**config.mk**
```make
export PLATFORM = sky130hd
export DESIGN_NAME = game_timer_bcd
export DESIGN_NICKNAME = d
export VERILOG_FILES = /design/src/rtl/game_timer_pkg.sv /design/src/rtl/game_timer_bcd_digit.sv /design/src/rtl/game_timer_bcd.sv
export SDC_FILE = /design/constraint.sdc
export NUM_CORES = 1
export LEC_CHECK = 0
export CORE_AREA = 3 3 53 55
export CTS_BUF_LIST = sky130_fd_sc_hd__clkbuf_2
export CTS_CLUSTER_SIZE = 10
export DETAILED_ROUTE_END_ITERATION = 6
export DIE_AREA = 0 0 56 58
export PLACE_DENSITY_LB_ADDON = 0.08
export SLEW_MARGIN = 20
export SYNTH_ARGS = -nofsm -noshare
export SYNTH_HDL_FRONTEND = slang
export SYNTH_SLANG_ARGS = --single-unit
```
**constraint.sdc**
```tcl
create_clock -name clock -period 2.3 [get_ports clock]
set_clock_uncertainty 0.2 [all_clocks]
set_input_delay 0.23 -clock clock [delete_from_list [all_inputs] [get_ports clock]]
set_output_delay 0.23 -clock clock [all_outputs]
set_load 0.05 [all_outputs]
```
**src/rtl/game_timer_pkg.sv**
```systemverilog
// Shared types and digit limits for the BCD game timer.
// Optional GAME_TIMER_TIMEOUT_EN adds a minute time limit.
package game_timer_pkg;

  typedef enum logic [1:0] {
    IDLE    = 2'd0,
    RUNNING = 2'd1,
    PAUSED  = 2'd2,
    STOPPED = 2'd3
  } state_t;

  localparam int BCD_W = 4;
  localparam logic [BCD_W-1:0] SEC_TENS_MAX = 4'd5;
  localparam logic [BCD_W-1:0] DIGIT_MAX = 4'd9;

endpackage

```
**src/rtl/game_timer_bcd_digit.sv**
```systemverilog
// One BCD digit of the timer carry chain.
// Wraps to zero at max_val and signals carry on that increment.
module bcd_digit
  import game_timer_pkg::*;
(
  input  logic             clock,
  input  logic             reset,
  input  logic             clr,
  input  logic             inc,
  input  logic [BCD_W-1:0] max_val,
  output logic [BCD_W-1:0] digit,
  output logic             carry
);

  assign carry = inc && (digit == max_val);

  always_ff @(posedge clock) begin
    if (reset || clr) begin
      digit <= '0;
    end else if (inc) begin
      digit <= carry ? '0 : digit + 1'b1;
    end
  end

endmodule

```
**src/rtl/game_timer_bcd.sv**
```systemverilog
// BCD mm:ss game clock driven by the controller's seconds flag.
// Define GAME_TIMER_TIMEOUT_EN for time_limit_min / timeout.
module game_timer_bcd
  import game_timer_pkg::*;
#(
  parameter int MAX_MINUTES = 99,
  parameter bit TICK_FILTER = 1'b1
) (
  input  logic             clock,
  input  logic             reset,
  input  logic             tick_flag,
  input  logic             start,
  input  logic             pause,
  input  logic             stop,
  input  logic             clear,
  output logic [BCD_W-1:0] sec_ones,
  output logic [BCD_W-1:0] sec_tens,
  output logic [BCD_W-1:0] min_ones,
  output logic [BCD_W-1:0] min_tens,
  output logic             running,
  output logic             second_pulse,
  output logic             saturated
`ifdef GAME_TIMER_TIMEOUT_EN
  ,
  input  logic [6:0]       time_limit_min,
  output logic             timeout
`endif
);

  localparam logic [BCD_W-1:0] MAX_T =
    BCD_W'(MAX_MINUTES / 10);
  localparam logic [BCD_W-1:0] MAX_O =
    BCD_W'(MAX_MINUTES % 10);
  localparam logic [BCD_W-1:0] LAST_ONES =
    DIGIT_MAX - 1'b1;

  state_t state, state_n;
  logic   tick_prev;
  logic   tick_rise;
  logic   inc;
  logic   c0, c1, c2, c3;
  logic   at_pre;
  logic   sat_hit;
  logic   to_hit;

  assign tick_rise = TICK_FILTER ?
    (tick_flag & ~tick_prev) : tick_flag;

  assign inc = (state == RUNNING) && tick_rise
            && !clear && !saturated;

  // One second before MAX:59, so saturation lands on the same edge.
  assign at_pre = (min_tens == MAX_T)
               && (min_ones == MAX_O)
               && (sec_tens == SEC_TENS_MAX)
               && (sec_ones == LAST_ONES);

  assign sat_hit = (inc && at_pre) || c3;

`ifdef GAME_TIMER_TIMEOUT_EN
  logic [6:0] min_bin;

  assign min_bin = 7'(min_tens) * 7'd10
                 + 7'(min_ones);

  assign to_hit = inc
               && (time_limit_min != 7'd0)
               && (sec_tens == SEC_TENS_MAX)
               && (sec_ones == DIGIT_MAX)
               && ((min_bin + 7'd1) == time_limit_min);

  always_ff @(posedge clock) begin
    if (reset || clear) begin
      timeout <= 1'b0;
    end else if (to_hit) begin
      timeout <= 1'b1;
    end
  end
`else
  assign to_hit = 1'b0;
`endif

  always_comb begin
    state_n = state;
    if (clear) begin
      state_n = IDLE;
    end else begin
      if (stop) begin
        if (state == RUNNING || state == PAUSED)
          state_n = STOPPED;
      end else if (pause) begin
        if (state == RUNNING)
          state_n = PAUSED;
      end else if (start) begin
        if (state == IDLE || state == PAUSED)
          state_n = RUNNING;
      end
      if (to_hit)
        state_n = STOPPED;
    end
  end

  always_ff @(posedge clock) begin
    if (reset) begin
      state        <= IDLE;
      tick_prev    <= 1'b0;
      second_pulse <= 1'b0;
      saturated    <= 1'b0;
    end else begin
      state        <= state_n;
      tick_prev    <= tick_flag;
      second_pulse <= inc;
      if (clear)
        saturated <= 1'b0;
      else if (sat_hit)
        saturated <= 1'b1;
    end
  end

  assign running = (state == RUNNING);

  bcd_digit u_sec_ones (
    .clock   (clock),
    .reset   (reset),
    .clr     (clear),
    .inc     (inc),
    .max_val (DIGIT_MAX),
    .digit   (sec_ones),
    .carry   (c0)
  );

  bcd_digit u_sec_tens (
    .clock   (clock),
    .reset   (reset),
    .clr     (clear),
    .inc     (c0),
    .max_val (SEC_TENS_MAX),
    .digit   (sec_tens),
    .carry   (c1)
  );

  bcd_digit u_min_ones (
    .clock   (clock),
    .reset   (reset),
    .clr     (clear),
    .inc     (c1),
    .max_val (DIGIT_MAX),
    .digit   (min_ones),
    .carry   (c2)
  );

  bcd_digit u_min_tens (
    .clock   (clock),
    .reset   (reset),
    .clr     (clear),
    .inc     (c2),
    .max_val (DIGIT_MAX),
    .digit   (min_tens),
    .carry   (c3)
  );

endmodule
```
==> qor.csv <==
metric;value;unit
status;complete, no violations;
clockBufferDepth;2;
synth-main-ff-cell;dfxtp_1;
synth_area_leaders;dfxtp_1 35%, ha_1 12%, nor2_1 5.3%;
crit_path_max_incr_delay;880;ps
die_w;56;um
worstSkewPairLatency;310;ps
rsz0062_at_grt;false;
crit_path_top_delay_cell;clkdlybuf4s50_1;
grt_usage;17.2;%
p_switching;0.000136;W
synthCells;131;
crit_type;reg -> out;
seq_area;423;um^2
drc;0;
ys_top_cells_by_count;21 x dfxtp_1, 17 x nor2_1, 12 x ha_1, 12 x inv_1, 6 x nand2_1;
seq_area_frac_synth;34.7;%
hp-class;in -> reg;
fill_cells;210;
slew_viol_final;0;
fp.coreArea;0.00243;mm^2
seqPwrFrac;64.7;%
htree_levels;1;
vias_per_cell;5.64;
p_leak;0.598;nW
grt_pass1_vias;1005;
async_flop_share;0;%
cp.depth;1;
timing.hold.ws;318;ps
drtIter0Drc;26;
postRouteAntennaNets;0;
synth_edf_count;0;
max_freq;460;MHz
setup_viol;0;
area_delta_synth_final;26.1;%
tightest_slew;501;ps
endpoint_kind;primary output;
hold_buffers;0;
relSlewSlack;66.5;%
arrival;1750;ps
clk_pin_slew;180;ps
grt_antenna_before_repair;0;
grt-ovfl-total;0;
die_area;0.00325;mm^2
dr.pass1.iters;5;
total_power;0.000571;W
internal_power;0.000435;W
antennaDiodeCount;0;
cts_sinks;21;
crit_buf_inv;1;
synth_fp_nets;150;
fin_setup_tns;0;ps
cp_data_required_time;1870;ps
multiInputGateArea;736;um^2
rr_worst_depth;6;
hold_depth;2;
grt_pass1_wl;4.50;mm
path_max_fanout;9;
post_drt_wl_per_cell;13.5;um
die_y;58;um
io_buffers;25;
p_comb_share;8.4;%
synth_top_cell_by_area;dfxtp_1;
cap_violations;0;
power_density;373;mW/mm^2
wirelength;2.56;mm
finish.utilization;62.9;%
yosys_warnings;0;
place_congestion;0.739;
initial_utilization;49.8;%
syn_avg_cell_area;9.26;um^2
cts_root_buf;clkbuf_2;
swShare;23.8;%
tritoncts;built;
worstSetupStartpointType;register;
io_pins;26;
synth_most_common_cell;dfxtp_1;
clock_power_share;26.9;%
cts_buffers;3;
via_count;1066;
post_cts_buffers;0;
synth_cell_types;42;
dp_hpwl;1.99;mm
cp_top_family;buffers and inverters;
crit_chain;clkdlybuf4s50_1;
final_layout_size_suffix_gt1_share;14.5;%
fin_nets;179;
core.rowCount;18;
grt_max_degree;15;
netlist_area;0.00121;mm^2
finalHoldViolCount;0;
irDropWorstVdd;0.310;mV
yosys_register_bits;21;
netlist.area_leader.share;34.7;%
period_share;94.6;%
min_period;2180;ps
-- power by group through the flow --
stage	logic [W]	clock network, W	registers [W]
4_1_cts	0.0000482	0.000164	0.000369
3_3_place_gp	0.0000473	0	0.000376
5_1_grt	0.0000534	0.000178	0.000370
6_report	0.0000479	0.000154	0.000369
3_5_place_dp	0.0000481	0	0.000377
2_1_floorplan	0.0000274	0	0.000377
-- path summary, 6_finish.rpt --
check,from,to,slack (ps)
hold / removal,reset,tick_prev,320
hold reg to reg,u_min_ones.digit[3],u_min_ones.digit[3],340
setup reg to reg,state[1],u_min_ones.digit[3],190
setup / recovery,saturated,saturated,120
-- routing by layer --
layer  track usage (%)  part of all wire, %  vias up
met1              22.0                   48      501
met5                 0                    0        -
met3              2.45                  4.1        4
li1                  -                    -      533
met4              9.49                  1.3        0
met2              27.9                   46       28
-- registers in the layout (all words and copies together) (netlist names) --
signal,count
u_min_tens.digit,4
tick_prev,1
u_min_ones.digit,4
state,2
second_pulse,1
saturated,1
u_sec_ones.digit,4
u_sec_tens.digit,4
-- cells in the final DEF, fill, tap and decap left out, drive strengths merged --
cell,Yosys,final
clkbuf,2,4
or2,1,1
a211oi,3,3
nor2,17,17
o21ai,4,4
o31ai,1,1
buf,1,2
nand3,5,5
o2111a,1,1
a21oi,5,5
and4,1,1
nor2b,1,1
nand4bb,1,1
a41o,1,1
a31oi,5,5
nor4,2,2
o211ai,1,1
and3b,2,2
clkdlybuf4s50,0,24
a31o,1,1
nand2,6,6
and4bb,1,1
a311oi,2,2
or3,1,1
or4,3,3
nand3b,3,3
nor3,5,5
ha,12,12
o211a,1,1
inv,12,12
mux2,1,1
a2111oi,1,1
dfxtp,21,21
o31a,1,1
dlymetal6s2s,0,1
xnor2,4,4
mux2i,1,1
o21a,1,1
-- area by class of cell --
class                   instances  share of cell area, %
well taps                      30                   2.45
multi-input cells              95                   48.1
clock buffers                   4                   1.31
repair buffers                 27                   17.5
inverters                      12                   2.95
flip-flops and latches         21                   27.7
-- kinds of logic (layout without fill, tap and decap cells) --
| logic type | after synthesis | after routing | synth area share (%) |
|---|---|---|---|
| flip-flops | 21 | 21 | 34.7 |
| adder cells (fa/ha/maj) | 12 | 12 | 12.4 |
| AO/OA/AOI/OAI | 28 | 28 | 16.8 |
| multiplexers | 2 | 2 | 1.75 |
| AND/OR/NAND/NOR | 49 | 49 | 26.2 |
| buffers and inverters | 15 | 43 | 5.26 |
| XOR/XNOR | 4 | 4 | 2.89 |
-- through the flow --
step           cells  setup slack (ps)  instance area [um^2]
6_report         189               124                  1530
5_1_grt          189              21.1                  1530
4_1_cts          189              35.7                  1520
3_5_place_dp     185              31.9                  1500
3_3_place_gp     185               146                  1500
2_1_floorplan    131              86.2                  1220
-- timing repair --
action,4_1_cts,5_1_grt
setup endpoints to repair,0,3
hold endpoints to repair,0,0
gates resized for setup,0,2
No activity file was read; power rests on OpenSTA's default activity.
